File: src/rtl/sys_ctrl_pkg.sv
// Shared definitions for the UART command controller: command opcodes,
// fixed operand addresses and the frame-parser state encoding.
package sys_ctrl_pkg;

  localparam logic [7:0] CMD_WR      = 8'hAA;
  localparam logic [7:0] CMD_RD      = 8'hBB;
  localparam logic [7:0] CMD_ALU_OP  = 8'hCC;
  localparam logic [7:0] CMD_ALU_NOP = 8'hDD;

  localparam int OP_A_ADDR = 0;
  localparam int OP_B_ADDR = 1;

  typedef enum logic [2:0] {
    ST_IDLE,
    ST_WR_ADDR,
    ST_WR_DATA,
    ST_RD_ADDR,
    ST_OP_A,
    ST_OP_B,
    ST_ALU_FUN
  } state_t;

  // Maps a command byte to the first state of its frame; unknown bytes map
  // back to ST_IDLE, which the caller reports as a framing error.
  function automatic state_t decode_cmd(input logic [7:0] b);
    case (b)
      CMD_WR:      return ST_WR_ADDR;
      CMD_RD:      return ST_RD_ADDR;
      CMD_ALU_OP:  return ST_OP_A;
      CMD_ALU_NOP: return ST_ALU_FUN;
      default:     return ST_IDLE;
    endcase
  endfunction

endpackage

File: src/rtl/frame_timeout.sv
// Inter-byte watchdog: counts enabled cycles since the last clear and pulses
// expire in the cycle the count reaches TIMEOUT_CYC-1.
module frame_timeout #(
  parameter int TIMEOUT_CYC = 4096
) (
  input  logic CLK,
  input  logic RST,
  input  logic clr,
  input  logic en,
  output logic expire
);

  localparam int CNT_W = (TIMEOUT_CYC > 1) ? $clog2(TIMEOUT_CYC) : 1;

  logic [CNT_W-1:0] cnt;

  // Combinational so the parser can react on the very edge the limit is hit.
  assign expire = en && (cnt == CNT_W'(TIMEOUT_CYC - 1));

  always_ff @(posedge CLK) begin
    if (RST || clr || expire) begin
      cnt <= '0;
    end else if (en) begin
      cnt <= cnt + CNT_W'(1);
    end
  end

endmodule

File: src/rtl/rx_cmd_ctrl.sv
// Parses UART command frames (write / read / ALU with or without operands)
// into one-cycle register-file and ALU strobes, flagging framing errors.
module rx_cmd_ctrl
  import sys_ctrl_pkg::*;
#(
  parameter int DATA_WIDTH  = 8,
  parameter int ADDR_WIDTH  = 4,
  parameter int TIMEOUT_CYC = 4096
) (
  input  logic                  CLK,
  input  logic                  RST,
  input  logic [DATA_WIDTH-1:0] RX_P_DATA,
  input  logic                  RX_D_VLD,
  output logic                  RF_WrEn,
  output logic                  RF_RdEn,
  output logic [ADDR_WIDTH-1:0] RF_Address,
  output logic [DATA_WIDTH-1:0] RF_WrData,
  output logic                  ALU_EN,
  output logic [3:0]            ALU_FUN,
  output logic                  FRAME_ERR
);

  state_t                state;
  state_t                cmd_state;
  logic [ADDR_WIDTH-1:0] wr_addr;
  logic [ADDR_WIDTH-1:0] rx_addr;
  logic                  tmo_clr;
  logic                  tmo_en;
  logic                  tmo_expire;

  assign cmd_state = decode_cmd(8'(RX_P_DATA));
  assign rx_addr   = RX_P_DATA[ADDR_WIDTH-1:0];

  // An accepted byte clears the watchdog, so a byte landing on the expiry
  // cycle wins and no error is raised.
  assign tmo_clr = (state == ST_IDLE) || RX_D_VLD;
  assign tmo_en  = !tmo_clr;

  frame_timeout #(
    .TIMEOUT_CYC(TIMEOUT_CYC)
  ) u_timeout (
    .CLK    (CLK),
    .RST    (RST),
    .clr    (tmo_clr),
    .en     (tmo_en),
    .expire (tmo_expire)
  );

  always_ff @(posedge CLK) begin
    if (RST) begin
      state      <= ST_IDLE;
      wr_addr    <= '0;
      RF_WrEn    <= 1'b0;
      RF_RdEn    <= 1'b0;
      RF_Address <= '0;
      RF_WrData  <= '0;
      ALU_EN     <= 1'b0;
      ALU_FUN    <= '0;
      FRAME_ERR  <= 1'b0;
    end else begin
      // NOTE: strobes default low every cycle so each is a single-cycle pulse;
      // the data outputs have no default and therefore hold their last value.
      RF_WrEn   <= 1'b0;
      RF_RdEn   <= 1'b0;
      ALU_EN    <= 1'b0;
      FRAME_ERR <= 1'b0;

      if (RX_D_VLD) begin
        case (state)
          ST_IDLE: begin
            state <= cmd_state;
            if (cmd_state == ST_IDLE) begin
              FRAME_ERR <= 1'b1;
            end
          end
          ST_WR_ADDR: begin
            wr_addr <= rx_addr;
            state   <= ST_WR_DATA;
          end
          ST_WR_DATA: begin
            RF_WrEn    <= 1'b1;
            RF_Address <= wr_addr;
            RF_WrData  <= RX_P_DATA;
            state      <= ST_IDLE;
          end
          ST_RD_ADDR: begin
            RF_RdEn    <= 1'b1;
            RF_Address <= rx_addr;
            state      <= ST_IDLE;
          end
          ST_OP_A: begin
            RF_WrEn    <= 1'b1;
            RF_Address <= ADDR_WIDTH'(OP_A_ADDR);
            RF_WrData  <= RX_P_DATA;
            state      <= ST_OP_B;
          end
          ST_OP_B: begin
            RF_WrEn    <= 1'b1;
            RF_Address <= ADDR_WIDTH'(OP_B_ADDR);
            RF_WrData  <= RX_P_DATA;
            state      <= ST_ALU_FUN;
          end
          ST_ALU_FUN: begin
            ALU_EN  <= 1'b1;
            ALU_FUN <= RX_P_DATA[3:0];
            state   <= ST_IDLE;
          end
          default: begin
            state <= ST_IDLE;
          end
        endcase
      end else if (tmo_expire) begin
        state     <= ST_IDLE;
        FRAME_ERR <= 1'b1;
      end
    end
  end

endmodule

File: config.mk
export PLATFORM = sky130hd
export DESIGN_NAME = rx_cmd_ctrl
export DESIGN_NICKNAME = d
export VERILOG_FILES = /design/src/rtl/sys_ctrl_pkg.sv /design/src/rtl/frame_timeout.sv /design/src/rtl/rx_cmd_ctrl.sv
export SDC_FILE = /design/constraint.sdc
export NUM_CORES = 1
export LEC_CHECK = 0
export ABC_AREA = 1
export CAP_MARGIN = 20
export CORE_MARGIN = 2
export CORE_UTILIZATION = 28
export CTS_BUF_LIST = sky130_fd_sc_hd__clkbuf_4
export CTS_CLUSTER_SIZE = 25
export DETAILED_ROUTE_END_ITERATION = 10
export PLACE_DENSITY = 0.45
export SETUP_SLACK_MARGIN = 0.05
export SLEW_MARGIN = 10
export SYNTH_ARGS = -nofsm -noshare
export SYNTH_HDL_FRONTEND = slang
export SYNTH_SLANG_ARGS = --single-unit
File: constraint.sdc
create_clock -name CLK -period 3.9 [get_ports CLK]
set_clock_uncertainty 0.05 [all_clocks]
set_input_delay 1.17 -clock CLK [delete_from_list [all_inputs] [get_ports CLK]]
set_output_delay 1.17 -clock CLK [all_outputs]
set_load 0.01 [all_outputs]
## Yosys cells after proc, flatten, opt, wreduce, memory -nomap -nowiden

Index checks and enable logic that the tools add are counted.

| word-level totals | value |
|---|---|
| register bits after elaboration | 39 |
| bits of input ports | 11 |
| output and inout port bits | 20 |

| cells by class | value |
|---|---|
| add/subtract/negate cells | 1 |
| equality and inequality tests | 11 |
| muxes and demuxes | 12 |
| bitwise gates (word level) | 1 |
| reductions and logical operators | 15 |

Operators with widths:

| kind | number |
|---|---|
| $eq A8 B8 Y1 const B | 4 |
| $pmux W3 S4 | 2 |
| $pmux W4 S4 | 1 |
| $add A12 B1 Y12 const B | 1 |
| $eq A12 B12 Y1 const B | 1 |
| $eq A3 B3 Y1 const B | 3 |
| $reduce_and A2 Y1 | 4 |
| $mux W1 | 7 |
| $eq A3 B2 Y1 const B | 2 |
| $logic_not A3 Y1 | 2 |
| $mux W3 | 2 |
| $reduce_bool A4 Y1 | 1 |
| $eq A3 B1 Y1 const B | 1 |
| $logic_or A1 B1 Y1 | 3 |
| $reduce_or A3 Y1 | 1 |
| $reduce_bool A2 Y1 | 1 |
| $reduce_or A2 Y1 | 1 |
| $logic_and A1 B1 Y1 | 1 |
| $logic_not A1 Y1 | 1 |
| $not A1 Y1 | 1 |

## Depth between registers and ports, before layout

Gate-level depths: netlist of run 1.

| logic depth | value |
|---|---|
| depth in word-level cells | 6 |
| depth in mapped cells | 9 |

## Cells and area by module

From an unflattened synthesis of run 1, not the netlist that was laid out.

| second synthesis, totals | value |
|---|---|
| cells, all modules | 241 |
| area total of the unflattened synthesis | 1767.9 um2 |

Modules (own cells, without submodules):

| module | instances | cells an instance | area each (um2) |
|---|---|---|---|
| rx_cmd_ctrl | 1 | 156 | 1166.1 |
| frame_timeout | 1 | 85 | 601.8 |

## Worst setup path after synthesis of run 1

No wires, ideal clock.

| timing path | value |
|---|---|
| path type | input to register |
| from | input RST |
| to | register state[0] |
| setup time | 122 ps |
| arrival time | 1808 ps |
| data required time | 3728 ps |
| path slack | 1921 ps |
| stages on the path | 5 |
| buffers on the path | 2 |
| cell sequence | clkbuf_1 -> inv_1 -> buf_1 -> nand4_1 -> o21ai_0 |

RTL lines:

| element | line | RTL |
|---|---|---|
| start, declared | rx_cmd_ctrl.sv:11 | `input logic RST,` |
| end signal, assigned | rx_cmd_ctrl.sv:71 | `state <= cmd_state;` |
| end, declared | rx_cmd_ctrl.sv:23 | `state_t state;` |

## Worst setup path in the final report of run 1

| timing path | value |
|---|---|
| from | input RST |
| to | register u_timeout.cnt[8] |

| between the ends | value |
|---|---|
| word-level cells in the longest chain between the ends | 2 |

RTL lines:

| element | line | RTL |
|---|---|---|
| $logic_or A1 B1 Y1 (2 in series) | frame_timeout.sv:21 | `if (RST \|\| clr \|\| expire) begin` |
| end signal, assigned | frame_timeout.sv:24 | `cnt <= cnt + CNT_W'(1);` |
| end, declared | frame_timeout.sv:15 | `logic [CNT_W-1:0] cnt;` |

Every way passes these cells.
A chain may end at the register's enable or synchronous reset.

==> impl_metrics.ini, run 1 <==
[sta]
tns_ps = 0
post-route-period-util_pct = 66.4
tightest_slew_ps = 551
setup_ws_ps = 1310
fmax_mhz = 386
hold_viol = 0
rsz0062_at_grt = no
drv_slew = 0
layout_min_cycle_time_ps = 2590
max_slew_margin_pct = 63.3
setup_viol = 0

[floorplanning]
ios = 31
start_util_pct = 28.7
dieWidth_um = 84.5
core_area_um2 = 6310
die_h_um = 84.5
rows = 29
die-area_um2 = 7130

[clocking]
cts.sinks = 39
cts_root_buf = clkbuf_4
h-tree-depth = 2
cts_resized = 0
max-clock-path-buffers = 2
cts_tree = built
clk_pin_slew_ps = 110
clk-insertion-delay-late_ps = 360
cts-hold-fix-buffers = 0
post_cts_buffers = 0
cts_buffers = 5

[logic_synthesis]
synth_edf_count = 0
synthSimpleGateAreaFrac_pct = 30.3
synthMuxAreaShare_pct = 0
synthTopCellsByCount = nand2_1, dfxtp_1, nor2_1
postSynthAreaPerCell_um2 = 7.14
syn-cell-area_um2 = 1810
synthCells = 254
synth_compound_area_share_pct = 15.5
async_flop_share_pct = 0
synth-adder-area-share_pct = 0.690
synth_seq_cells = 39
synth_xor_xnor_area_share_pct = 1.93
synth_top_family_by_area = simple AND/OR/NAND/NOR gates
ys.flop_type = dfxtp_1
yosysTopAreaCell = dfxtp_1
yosys-top-cells-area = dfxtp_1, nand2_1, nor2_1, inv_1, o21ai_0
synth_warnings = 0
yosys.cell_types.count = 29
yosysMostFrequentCell = nand2_1
synth.yosys.seq_area_share_pct = 43.1
synth_fp_nets = 266
synth.top_cell.area_share_pct = 43.1

[hold_path]
hold_path_depth = 2
min-delay-start = wr_addr[0]
hp-class = reg -> reg
min_to = wr_addr[0]

[global_routing]
grt_pass1_vias = 1614
grt_pass1_wl_um = 7310
grt_max_degree = 22
grt_overflow = 0
antenna_found_initial = 0
grt_usage_pct = 12.6

[layout]
seq_area_um2 = 781
diodes = 0
nNetsFinal = 298
drive_above_1_share_pct = 7.32
synthToLayoutAreaGrowth_pct = 22.9
final_core_util_pct = 35.3
filler_cell_count = 712
multi_input_area_um2 = 878

[critical_path]
worstReg2RegEnd = u_timeout.cnt[6]
crit_slowest_cell = clkdlybuf4s50_1
worstPathArrival_ps = 2810
max_stage_delay_ps = 540
r2r_slack_ps = 2180
worstPathRequired_ps = 4120
critPathKind = in -> reg
end_kind = register
r2r-start = state[0]
r2r_cells = 5
worst-path-max-fanout = 21
cp_cell_sequence = clkdlybuf4s50_1, inv_1, nand3_2, a21oi_1
startpoint_type = input port

[power_and_ir_drop]
power_w = 0.000648
powerDensity_nw_per_um2 = 291
p_leak_nw = 0.823
peakVddDrop_mv = 0.149

[drt]
wire_per_inst_um = 11.7
drtPass1Iterations = 4
num_vias = 1634
drtIter0Drc = 73
routed_wl_um = 4260
ant_nets = 0
routed_via_density = 4.49
drc_errors = 0

[placed_design]
dpl.hpwl_um = 3160
portBuffers = 30
gp_congestion = 0.761
dp_worst_setup_slack_ps = 902

[run]
cap_viol_max_count = 0

[status]
outcome = complete, no violations
[critical path: cells and delay by family]
family | cells | cell delay, ps
buffers and inverters | 2 | 1020
AND/OR/NAND/NOR | 1 | 390
AO/OA/AOI/OAI | 1 | 220
[sequential cells by signal, indices dropped and copies added (netlist names)]
register / cells
wr_addr: 4
RF_Address: 4
FRAME_ERR: 1
RF_RdEn: 1
state: 3
RF_WrData: 8
u_timeout.cnt: 12
ALU_FUN: 4
RF_WrEn: 1
ALU_EN: 1
[cells by family after synthesis]
kind of cell / Yosys count
compound gates: 50
simple gates: 123
flops: 39
fa+ha+maj: 1
buf+inv: 37
xor+xnor: 4
[layout by cell type (no fill, tap or decap)]
cell type / netlist / layout
nand3_1: 11 / 11
o211ai_1: 1 / 1
nand3_2: 2 / 2
a21oi_4: 1 / 1
xnor2_1: 3 / 3
nand3_4: 1 / 1
clkinv_1: 0 / 2
nor2_4: 1 / 1
clkdlybuf4s50_1: 0 / 30
nand4_1: 4 / 4
inv_1: 30 / 30
nand2_1: 57 / 57
xor2_1: 1 / 1
ha_1: 1 / 1
inv_2: 2 / 2
a21oi_1: 19 / 19
o21bai_1: 1 / 1
o21ai_0: 21 / 21
o22ai_1: 3 / 3
clkbuf_4: 0 / 6
nor2_2: 2 / 2
nor3_1: 4 / 4
nor2_1: 37 / 37
or2_1: 1 / 1
nand2_4: 2 / 2
o21ai_1: 1 / 1
a21oi_2: 3 / 3
nand2_2: 1 / 1
dfxtp_1: 39 / 39
[power breakdown]
part	internal (W)	leakage [nW]	switching (W)	total [W]
combinational	0.0000155	0.478	0.0000200	0.0000355
sequential	0.000400	0.314	0.000000742	0.000400
clock	0.0000740	0.0307	0.000138	0.000212
[final cells by class]
class,instances,area share (%)
Clock buffer,6,2.02
Clock inverter,2,0.337
Inverter,32,5.39
Multi-Input combinational cell,178,39.4
Sequential cell,39,35.0
Tap cell,77,4.32
Timing Repair Buffer,30,13.5
[per-stage QoR]
stage               instances  cell area (µm²)  hold WS, ps
floorplan                 254             1810          380
global placement          356             2180          399
detailed placement        356             2180          397
CTS                       364             2230          414
global route              364             2230          445
finish                    364             2230          411
[worst max-delay path by stage]
stage	from	to	slack [ps]	cells past startpoint
floorplan	RST	state[0]	1920	5
global placement	RST	u_timeout.cnt[4]	960	4
finish	RST	u_timeout.cnt[8]	1310	4
global route	RST	u_timeout.cnt[8]	1120	4
CTS	RST	u_timeout.cnt[4]	1270	4
detailed placement	RST	u_timeout.cnt[4]	900	4
[layer usage]
| layer | vias up | track usage [%] | routed length (µm) | share of wire [%] |
|---|---|---|---|---|
| li1 | 872 | - | - | - |
| met1 | 730 | 15.4 | 1980 | 47 |
| met2 | 25 | 21.4 | 2040 | 48 |
| met3 | 7 | 3.15 | 170 | 4.0 |
| met4 | 0 | 4.76 | 61 | 1.4 |
| met5 | - | 0 | 0 | 0 |
Note: power is estimated with default switching activity, not from simulation.
==> run 2, diff against run 1 <==
- clock period: 3.9 -> 2.4 ns (I/O delays scaled with it)
==> impl_metrics.ini, run 2 (synthesis results as in run 1) <==
[global_routing]
antenna_found_initial = 0
grt_pass1_vias = 1616
grt_max_degree = 18
grt_overflow = 0
grt_pass1_wl_um = 7410
grt_usage_pct = 12.8

[placed_design]
dpl.hpwl_um = 3320
portBuffers = 30
gp_congestion = 0.842
place_inst = 359

[power_and_ir_drop]
clock_power_share_pct = 38.4
peakVddDrop_mv = 0.293
powerDensity_nw_per_um2 = 508
p_leak_nw = 0.850
p_seq_share_pct = 56.3
p_sw_w = 0.000264
switching_share_pct = 22.8
p_int_w = 0.000891
power_w = 0.00115
combinationalPowerShare_pct = 5.3

[layout]
filler_cell_count = 726
final_core_util_pct = 36.0
seq_area_um2 = 781
synthToLayoutAreaGrowth_pct = 25.5
largestRegisters = u_timeout.cnt x12, RF_WrData x8
multi_input_area_um2 = 878
most-common-layout-cells = nand2_1, dfxtp_1, nor2_1
fin_cells = 367
final_common_cell = nand2_1
nNetsFinal = 301
regMostFlops = u_timeout.cnt
diodes = 0
drive_above_1_share_pct = 8.62
largest_reg_flops = 12

[drt]
drc_errors = 0
drtIter0Drc = 69
num_vias = 1684
wire_per_inst_um = 11.8
routed_via_density = 4.59
ant_nets = 0
drtPass1Iterations = 4
routed_wl_um = 4340

[sta]
drv_slew = 0
fmax_mhz = 496
layout_min_cycle_time_ps = 2020
tightest_slew_ps = 466
hold_viol = 0
rsz0062_at_grt = no
post-route-period-util_pct = 84.1
setup_viol = 0
max_slew_margin_pct = 68.6
tns_ps = 0

[critical_path]
critical-path-top-delay-family = buffers and inverters
cp_num_buf_inv = 1
startpoint_type = register
critPathKind = reg -> out
worst-path-max-fanout = 2
cp_cell_sequence = clkdlybuf4s50_1
worstPathRequired_ps = 1630
crit_slowest_cell = clkdlybuf4s50_1
end_kind = output port
worstPathArrival_ps = 1250
max_stage_delay_ps = 540

[clocking]
clk-insertion-delay-late_ps = 340
clk_pin_slew_ps = 130
cts_resized = 0
post_cts_buffers = 0
h-tree-depth = 2
cts.sinks = 39
cts-hold-fix-buffers = 0
cts_tree = built
cts_buffers = 5
max-clock-path-buffers = 2
cts_root_buf = clkbuf_4

[floorplanning]
start_util_pct = 28.7
core_area_um2 = 6310
die_h_um = 84.5
ios = 31
die-area_um2 = 7130
rows = 29
dieWidth_um = 84.5

[status]
outcome = complete, no violations

[hold_path]
hp-class = reg -> reg

[run]
cap_viol_max_count = 0
## run 2: cell count changes in the layout (fill, tap and decap cells not counted), sizes merged
cell / delta
buf: +3
bufinv: +1
clkbuf: -1
## run 2: through the flow
step	setup slack [ps]	area [µm²]	hold WS, ps
6_report	382	2270	417
3_5_place_dp	159	2200	399
2_1_floorplan	871	1810	380
5_1_grt	310	2270	447
3_3_place_gp	168	2200	404
4_1_cts	350	2270	421
## run 2: layer usage
metal  vias up  share of wire [%]  GRT usage (%)
met5         -                  0              0
met4         0                1.6           4.04
met3         6                2.4           2.95
met2        20                 48           21.7
met1       779                 48           16.2
li1        879                  -              -
## run 2: path summary, 6_finish.rpt
path,slack [ps],endpoint,cells after the start,from
max,380,ALU_FUN[0],1,ALU_FUN[0]
min,420,wr_addr[3],2,wr_addr[3]
max reg2reg,800,RF_Address[3],6,state[2]
min reg2reg,420,wr_addr[3],2,wr_addr[3]
## run 2: power by group through the flow
stage	sequential, W	clock [W]	combinational, W
after floorplan	0.000666	0	0.0000256
final	0.000650	0.000443	0.0000612
after CTS	0.000651	0.000460	0.0000620
after global routing	0.000651	0.000485	0.0000688
after global placement	0.000665	0	0.0000622
after detailed placement	0.000665	0	0.0000618
## run 2: layout make-up
| cell class | instances | area share (%) |
|---|---|---|
| Inverter | 32 | 5.28 |
| Timing Repair Buffer | 33 | 14.2 |
| Tap cell | 77 | 4.24 |
| Clock buffer | 5 | 1.65 |
| Clock inverter | 3 | 1.71 |
| Sequential cell | 39 | 34.3 |
| Multi-Input combinational cell | 178 | 38.6 |
